--- src/rtl/sram_arbiter.sv ---
// Round-robin arbiter sharing one asynchronous SRAM between the CPU and debug/loader ports.
// One access at a time: IDLE -> ACCESS (WAIT_CYCLES cycles) -> DONE (ready pulse) -> IDLE.
module sram_arbiter #(
    parameter int ADDR_W      = 16,
    parameter int DATA_W      = 16,
    parameter int WAIT_CYCLES = 2
) (
    input  logic              Clk,
    input  logic              Reset,
    input  logic              cpu_req,
    input  logic              cpu_we,
    input  logic [ADDR_W-1:0] cpu_addr,
    input  logic [DATA_W-1:0] cpu_wdata,
    output logic [DATA_W-1:0] cpu_rdata,
    output logic              cpu_ready,
    input  logic              dbg_req,
    input  logic              dbg_we,
    input  logic [ADDR_W-1:0] dbg_addr,
    input  logic [DATA_W-1:0] dbg_wdata,
    output logic [DATA_W-1:0] dbg_rdata,
    output logic              dbg_ready,
    output logic              busy,
    output logic [ADDR_W-1:0] sram_addr,
    output logic [DATA_W-1:0] sram_dq_out,
    output logic              sram_dq_oe,
    input  logic [DATA_W-1:0] sram_dq_in,
    output logic              sram_ce_n,
    output logic              sram_oe_n,
    output logic              sram_we_n
);

    typedef enum logic [1:0] {
        IDLE   = 2'd0,
        ACCESS = 2'd1,
        DONE   = 2'd2
    } state_t;

    localparam logic [3:0] CNT_INIT = 4'(WAIT_CYCLES - 1);

    // owner/last_grant encoding: 0 = cpu, 1 = dbg
    state_t            state_q, state_d;
    logic              last_grant_q, last_grant_d;
    logic              owner_q, owner_d;
    logic              we_q, we_d;
    logic [ADDR_W-1:0] addr_q, addr_d;
    logic [DATA_W-1:0] wdata_q, wdata_d;
    logic [3:0]        cnt_q, cnt_d;
    logic [DATA_W-1:0] cpu_rdata_q, cpu_rdata_d;
    logic [DATA_W-1:0] dbg_rdata_q, dbg_rdata_d;
    logic              grant_dbg;

    always_comb begin
        state_d      = state_q;
        last_grant_d = last_grant_q;
        owner_d      = owner_q;
        we_d         = we_q;
        addr_d       = addr_q;
        wdata_d      = wdata_q;
        cnt_d        = cnt_q;
        cpu_rdata_d  = cpu_rdata_q;
        dbg_rdata_d  = dbg_rdata_q;
        grant_dbg    = 1'b0;

        case (state_q)
            IDLE: begin
                if (cpu_req || dbg_req) begin
                    // On a tie the port that was not granted last time wins.
                    grant_dbg    = dbg_req && (!cpu_req || !last_grant_q);
                    owner_d      = grant_dbg;
                    last_grant_d = grant_dbg;
                    we_d         = grant_dbg ? dbg_we    : cpu_we;
                    addr_d       = grant_dbg ? dbg_addr  : cpu_addr;
                    wdata_d      = grant_dbg ? dbg_wdata : cpu_wdata;
                    cnt_d        = CNT_INIT;
                    state_d      = ACCESS;
                end
            end
            ACCESS: begin
                if (cnt_q == 4'd0) begin
                    state_d = DONE;
                    if (!we_q) begin
                        if (owner_q) dbg_rdata_d = sram_dq_in;
                        else         cpu_rdata_d = sram_dq_in;
                    end
                end else begin
                    cnt_d = cnt_q - 4'd1;
                end
            end
            DONE:    state_d = IDLE;
            default: state_d = IDLE;
        endcase
    end

    always_ff @(posedge Clk) begin
        if (!Reset) begin
            state_q      <= IDLE;
            last_grant_q <= 1'b1;
            owner_q      <= 1'b0;
            we_q         <= 1'b0;
            addr_q       <= '0;
            wdata_q      <= '0;
            cnt_q        <= 4'd0;
            cpu_rdata_q  <= '0;
            dbg_rdata_q  <= '0;
        end else begin
            state_q      <= state_d;
            last_grant_q <= last_grant_d;
            owner_q      <= owner_d;
            we_q         <= we_d;
            addr_q       <= addr_d;
            wdata_q      <= wdata_d;
            cnt_q        <= cnt_d;
            cpu_rdata_q  <= cpu_rdata_d;
            dbg_rdata_q  <= dbg_rdata_d;
        end
    end

    // Outputs decode purely from registered state.
    logic in_access, do_write, do_read;
    assign in_access   = (state_q == ACCESS);
    assign do_write    = in_access && we_q;
    assign do_read     = in_access && !we_q;

    assign busy        = (state_q != IDLE);
    assign sram_addr   = in_access ? addr_q : '0;
    assign sram_dq_out = do_write ? wdata_q : '0;
    assign sram_dq_oe  = do_write;
    assign sram_ce_n   = !in_access;
    assign sram_oe_n   = !do_read;
    assign sram_we_n   = !do_write;
    assign cpu_ready   = (state_q == DONE) && !owner_q;
    assign dbg_ready   = (state_q == DONE) && owner_q;
    assign cpu_rdata   = cpu_rdata_q;
    assign dbg_rdata   = dbg_rdata_q;

endmodule

--- config.mk ---
export PLATFORM = sky130hd
export DESIGN_NAME = sram_arbiter
export DESIGN_NICKNAME = d
export VERILOG_FILES = /design/src/rtl/sram_arbiter.sv
export SDC_FILE = /design/constraint.sdc
export NUM_CORES = 1
export LEC_CHECK = 0
export ABC_CLOCK_PERIOD_IN_PS = 3900
export BUFFER_PORTS_ARGS = -buffer_cell sky130_fd_sc_hd__buf_2
export CORE_MARGIN = 2
export CORE_UTILIZATION = 46
export DETAILED_ROUTE_END_ITERATION = 12
export PLACE_DENSITY = 0.85
export SLEW_MARGIN = 30
export SYNTH_ARGS = -nofsm -noshare
export SYNTH_HDL_FRONTEND = slang
export SYNTH_SLANG_ARGS = --single-unit
--- constraint.sdc ---
create_clock -name Clk -period 3.9 [get_ports Clk]
set_input_delay 0.39 -clock Clk [delete_from_list [all_inputs] [get_ports Clk]]
set_output_delay 0.39 -clock Clk [all_outputs]
set_load 0.01 [all_outputs]
==> impl_metrics.env, run 1 <==
export IMPL_synth_edff_count=0
export IMPL_seq_area_frac_synth_pct=45.4
export IMPL_synth_area_leader_cell="dfxtp_1"
export IMPL_die_y_microns=87.7
export IMPL_hold_viol_final=0
export IMPL_fill_cells=575
export IMPL_gp_congestion=0.742
export IMPL_critPathKind="reg2out"
export IMPL_drc=0
export IMPL_worst_path_max_fanout=38
export IMPL_skew_ps=7.18
export IMPL_diodes=0
export IMPL_cts_tree="done"
export IMPL_critPathBufInv=2
export IMPL_report_final_slew_viol_count=0
export IMPL_synth_common_cells="dfxtp_1, mux2i_1, nand2_1, o2bb2ai_1, and3_1"
export IMPL_core_area_sq_um=6790
export IMPL_final_nets=552
export IMPL_relSlewSlack_pct=45.7
export IMPL_via_per_inst=5.01
export IMPL_drive_above_1_share_pct=38.6
export IMPL_antenna_found_initial=0
export IMPL_post_route_min_period_ps=2040
export IMPL_period_share_pct=52.4
export IMPL_place_port_buffers=156
export IMPL_cts_htree_levels=3
export IMPL_wl_per_cell_microns=13.7
export IMPL_ys_dominant_reg_cell="dfxtp_1"
export IMPL_ctsHoldBuffers=0
export IMPL_setup_viol=0
export IMPL_critical_path_cell_chain="and2b_2 > nand2_1 > inv_1 > buf_2"
export IMPL_ys_ff_latch=73
export IMPL_grt_max_degree=58
export IMPL_syn_area_per_cell_sq_um=10.1
export IMPL_clk_insertion_delay_late_ps=330
export IMPL_grt_use_total_pct=19.7
export IMPL_yosysUniqueCellTypes=35
export IMPL_synthTopCellsByArea="dfxtp_1, mux2i_1, o2bb2ai_1"
export IMPL_start_kind="register"
export IMPL_power_density_nw_per_um2=412
export IMPL_dp_slack_ps=1650
export IMPL_tightest_slew_ps=813
export IMPL_utilization_pct=62.0
export IMPL_r2r_start="last_grant_q$_SDFFE_PN1P_"
export IMPL_clock_fmax_mhz=489
export IMPL_cts_root_buf="clkbuf_8"
export IMPL_p_leak_uw=0.00225
export IMPL_cp_arrival_ps=1650
export IMPL_cp_top_family="simple AND/OR/NAND/NOR gates"
export IMPL_die_area_sq_um=7690
export IMPL_area_delta_synth_final_pct=30.7
export IMPL_drt_first_pass_iters=4
export IMPL_netlist_area_sq_um=3220
export IMPL_design_area_sq_um=4210
export IMPL_yosysMostFrequentCell="dfxtp_1"
export IMPL_fp_dieW_microns=87.7
export IMPL_gr_total_overflow=0
export IMPL_netlist_area_leader_share_pct=45.4
export IMPL_pin_count=157
export IMPL_max_stage_delay_ps=610
export IMPL_yosysWarnings=0
export IMPL_clock_sinks=73
export IMPL_synth_net_count=407
export IMPL_grt_pass1_vias=2591
export IMPL_dpl_instance_area_sq_um=4020
export IMPL_drv_cap=0
export IMPL_postCtsSetupRepairBufs=0
export IMPL_rows=30
export IMPL_hold_class="in2reg"
export IMPL_start_util_pct=47.4
export IMPL_grt_pass1_wl_mm=11.8
export IMPL_routed_wl_mm=7.76
export IMPL_ir_worst_vdd_mv=0.267
export IMPL_min_from="sram_dq_in[0]"
export IMPL_crit_start="state_q[1]$_SDFFE_PN0P_"
export IMPL_cts_max_path_buffers=2
export IMPL_hpwl_mm=5.64
export IMPL_cts_resized=0
export IMPL_slowest_stage="and2b_2"
export IMPL_detail_route_antenna_nets=0
export IMPL_status="complete, no violations"
export IMPL_endpoint_kind="output pin"
export IMPL_path_clk_slew_ps=70
export IMPL_synthArstFlopShare_pct=0
export IMPL_syn_inst=319
export IMPL_fin_ws_ps=1860
export IMPL_first_iter_violations=75
export IMPL_rsz0062_at_grt="no"
export IMPL_finalSetupTns_ps=0
export IMPL_worstPathRequired_ps=3510
export IMPL_vias=2828
export IMPL_p_total_uw=1730
export IMPL_cts_buffers=9
[per-layer routing]
layer	share of wire [%]	global-route usage [%]	vias to the layer above
met1	43	23.7	1305
li1	-	-	1413
met3	4.3	3.58	18
met2	50	32.7	92
met5	0	0	-
met4	3.0	11.9	0
[worst reg2reg max path, stage by stage, from the launching register on]
cell       delay [ps]
dfxtp_1           340
a21boi_4          660
buf_4             420
mux2i_1           280
o2bb2ai_1          80
[kinds of logic (layout without fill, tap and decap cells)]
kind of cell / Yosys count / in the layout / share of synthesized area, %
buffers and inverters: 32 / 182 / 5.21
muxes: 65 / 65 / 20.2
and+or+nand+nor: 99 / 99 / 16.4
DFF: 73 / 73 / 45.4
adders and majority gates: 2 / 2 / 0.777
AOI/OAI and AO/OA: 48 / 48 / 12.1
[cells in the final DEF, fill, tap and decap left out, drive strengths merged, types with 4 or more instances in the layout]
master / count
o21ai: 4
inv: 6
and3: 18
buf: 160
mux2i: 65
and2: 17
clkbuf: 13
o2bb2ai: 33
dfxtp: 73
nand2: 49
[power by group]
group          internal (uW)  switching (uW)
registers                810            38.8
clock network            312             254
logic                    143             175
[sequential cells by signal, indices dropped and copies added (netlist names)]
register      cells
addr_q           16
cpu_rdata        16
cnt_q             4
owner_q           1
last_grant_q      1
dbg_rdata        16
state_q           2
wdata_q          16
we_q              1
[area by class of cell]
class                      instances  area, sq um  area share (%)
multi-input combinational        214         1610            38.1
timing repair buffer             160          811            19.3
clock buffer                      13          149            3.54
sequential                        73         1460            34.7
clock inverter                     3         40.0           0.951
inverter                           6         22.5           0.535
tap                               96          120            2.85
[metrics by stage]
stage | hold slack, ps | cells
floorplan | 424 | 319
global placement | 436 | 549
detailed placement | 440 | 549
CTS | 304 | 565
global route | 307 | 565
finish | 322 | 565
[path summary, 6_finish.rpt]
kind / cells after the start / end / slack (ps)
max reg2reg: 4 / wdata_q[11]$_SDFFE_PN0P_ / 2000
min: 3 / cpu_rdata[0]$_SDFFE_PN0P_ / 320
max: 4 / sram_dq_oe / 1860
min reg2reg: 1 / wdata_q[11]$_SDFFE_PN0P_ / 460
(Power assumes the default switching activity.)
==> run 2: changes to the inputs <==
- ABC_AREA: default -> 1
- ABC_CLOCK_PERIOD_IN_PS: 3900 -> 2150
- PLACE_DENSITY: 0.85 -> 0.84
- clock period: 3.9 -> 2.15 ns (I/O delays scaled with it)
==> run 2 against run 1 <==
Effect of this change: critical path depth is 3 higher; global-route usage up 0.85 points; register-to-register slack worse by 1500 ps; die area grew 4.1%; sequential power rose by 87%; first-iteration DRC count increased by 56%; highest routed layer unchanged; design area is 2.3% higher; sequential share of layout area fell by 0.77 points; worst setup slack got worse by 1600 ps; worst hold slack lost 240 ps; largest cell class unchanged.
==> impl_metrics.env, run 2 <==
export IMPL_status="complete, no violations"
export IMPL_power_density_nw_per_um2=813
export IMPL_ctsHoldBuffers=0
export IMPL_netlist_area_sq_um=3360
export IMPL_yosysMostFrequentCell="nor2_1"
export IMPL_clk_insertion_delay_late_ps=350
export IMPL_via_per_inst=4.70
export IMPL_wl_met1_mm=3.51
export IMPL_worstPathRequired_ps=1930
export IMPL_core_area_sq_um=7180
export IMPL_synth_fa_ha_area_share_pct=0.745
export IMPL_dpl_instance_area_sq_um=4120
export IMPL_highest_layer="met4"
export IMPL_grt_use_total_pct=20.6
export IMPL_final_common_cell="buf_2"
export IMPL_rrSetupSlack_ps=530
export IMPL_period_share_pct=88.9
export IMPL_drt_first_pass_iters=4
export IMPL_post_route_min_period_ps=1910
export IMPL_route_met3_wl_microns=765
export IMPL_die_area_sq_um=8000
export IMPL_place_port_buffers=156
export IMPL_clock_sinks=73
export IMPL_synth_common_cells="nor2_1, dfxtp_1, o21ai_1, inv_1"
export IMPL_diodes=0
export IMPL_slowest_stage="dfxtp_1"
export IMPL_synthTopCellsByArea="dfxtp_1, nor2_1, o21ai_1"
export IMPL_yosysWarnings=0
export IMPL_final_cells=698
export IMPL_max_stage_delay_ps=390
export IMPL_cts_root_buf="clkbuf_8"
export IMPL_drc=0
export IMPL_cp_arrival_ps=1700
export IMPL_r2r_start="cnt_q[0]$_SDFFE_PN0P_"
export IMPL_synth_net_count=535
export IMPL_yosysUniqueCellTypes=29
export IMPL_drive_above_1_share_pct=38.7
export IMPL_postCtsSetupRepairBufs=0
export IMPL_tightest_slew_ps=623
export IMPL_hold_class="in2reg"
export IMPL_gp_congestion=0.764
export IMPL_syn_area_per_cell_sq_um=7.51
export IMPL_routed_wl_mm=8.43
export IMPL_wl_per_cell_microns=12.1
export IMPL_muxShareOfSynthArea_pct=0
export IMPL_detail_route_antenna_nets=0
export IMPL_first_iter_violations=117
export IMPL_cts_htree_levels=3
export IMPL_start_kind="register"
export IMPL_r2r_end="dbg_rdata[10]$_SDFFE_PN0P_"
export IMPL_grt_max_degree=36
export IMPL_hpwl_mm=6.14
export IMPL_design_area_sq_um=4300
export IMPL_synth_compound_area_share_pct=18.9
export IMPL_fill_cells=643
export IMPL_critPathKind="reg2out"
export IMPL_die_y_microns=89.4
export IMPL_netlist_area_leader_share_pct=43.5
export IMPL_rows=31
export IMPL_finalSetupTns_ps=0
export IMPL_worstHoldEndpoint="wdata_q[5]$_SDFFE_PN0P_"
export IMPL_rsz0062_at_grt="no"
export IMPL_synth_top_family_by_area="simple AND/OR/NAND/NOR gates"
export IMPL_report_final_slew_viol_count=0
export IMPL_min_from="dbg_wdata[5]"
export IMPL_hold_viol_final=0
export IMPL_hold_depth=3
export IMPL_path_clk_slew_ps=80
export IMPL_vias=3282
export IMPL_antenna_found_initial=0
export IMPL_relSlewSlack_pct=58.4
export IMPL_critical_path_cell_chain="inv_2 > nor2_4 > inv_4 > nor2_4 > inv_2 > nor2_1 > buf_2"
export IMPL_skew_ps=12.6
export IMPL_synth_simple_area_share_pct=26.3
export IMPL_cts_tree="done"
export IMPL_area_delta_synth_final_pct=28.2
export IMPL_start_util_pct=46.8
export IMPL_grt_pass1_wl_mm=12.7
export IMPL_r2r_cells=8
export IMPL_synth_edff_count=0
export IMPL_cts_max_path_buffers=2
export IMPL_synth_area_leader_cell="dfxtp_1"
export IMPL_pin_count=157
export IMPL_p_leak_uw=0.00206
export IMPL_worst_path_max_fanout=19
export IMPL_dpl_cell_count=682
export IMPL_utilization_pct=60.0
export IMPL_holdWs_ps=86.1
export IMPL_ys_ff_latch=73
export IMPL_synthArstFlopShare_pct=0
export IMPL_ys_dominant_reg_cell="dfxtp_1"
export IMPL_cts_resized=0
export IMPL_synth_xor_area_share_pct=0
export IMPL_syn_inst=447
export IMPL_cts_buffers=9
export IMPL_fp_dieW_microns=89.4
export IMPL_seq_area_frac_synth_pct=43.5
export IMPL_ir_worst_vdd_mv=0.507
export IMPL_drv_cap=0
export IMPL_grt_pass1_vias=2958
export IMPL_final_cell_mix="buf_2, nor2_1, dfxtp_1"
export IMPL_endpoint_kind="output pin"
export IMPL_clock_fmax_mhz=523
export IMPL_gr_total_overflow=0
export IMPL_wl_met2_mm=3.98
export IMPL_setup_viol=0
export IMPL_final_nets=682
run 2: changes by cell type after synthesis, moves of 17 or more:
cell       previous run  this run
mux2i_1              65         0
o2bb2ai_1            33         0
nand2_1              49        13
o21ai_2               0        20
and3_1               18         0
o21ai_1               0        45
nor2_1                2       155
inv_1                 4        40
and2_1               17         0
run 2: area by class of cell:
class                      count  area, sq um  area share, %
clock inverter                 7         61.3           1.42
inverter                      50          198           4.59
sequential                    73         1460           34.0
tap                           99          124           2.88
clock buffer                   9          124           2.88
timing repair buffer         158          796           18.5
multi-input combinational    302         1540           35.8
run 2: through the flow:
| stage | setup slack [ps] | power (uW) |
|---|---|---|
| 6_report | 239 | 3500 |
| 2_1_floorplan | 727 | 2280 |
| 4_1_cts | 206 | 3540 |
| 5_1_grt | 100 | 3720 |
| 3_5_place_dp | 534 | 2540 |
| 3_3_place_gp | 597 | 2510 |
run 2: power by group:
group / leakage, uW / internal (uW) / total [uW] / switching [uW]
logic: 0.00137 / 337 / 914 / 577
clock network: 0.0000884 / 438 / 991 / 553
registers: 0.000599 / 1520 / 1590 / 72.2
run 2: kinds of logic after synthesis:
kind of cell | count (synthesis)
buffers and inverters | 72
DFF | 73
AOI/OAI and AO/OA | 98
and+or+nand+nor | 202
adders and majority gates | 2
run 2: layer usage:
layer,GRT usage [%],vias up
met5,0,-
met3,7.76,18
met1,21.7,1433
li1,-,1705
met2,36.5,126
met4,8.68,0
run 2: how the worst max path moves through the flow:
stage                                        from  depth (start not counted)                         end
after floorplan           state_q[0]$_SDFFE_PN0P_                          7             sram_dq_out[10]
after global placement    state_q[0]$_SDFFE_PN0P_                          7              sram_dq_out[6]
after detailed placement    cnt_q[0]$_SDFFE_PN0P_                          8  dbg_rdata[10]$_SDFFE_PN0P_
after CTS                 state_q[0]$_SDFFE_PN0P_                          7              sram_dq_out[6]
after global routing      state_q[0]$_SDFFE_PN0P_                          7              sram_dq_out[6]
final                     state_q[0]$_SDFFE_PN0P_                          7             sram_dq_out[14]
run 2: worst max-delay path: cells and delay by family, from the launching register on:
kind	cells	cell delay (ps)
AND/OR/NAND/NOR	3	470
buffers and inverters	4	480
flip-flops	1	390
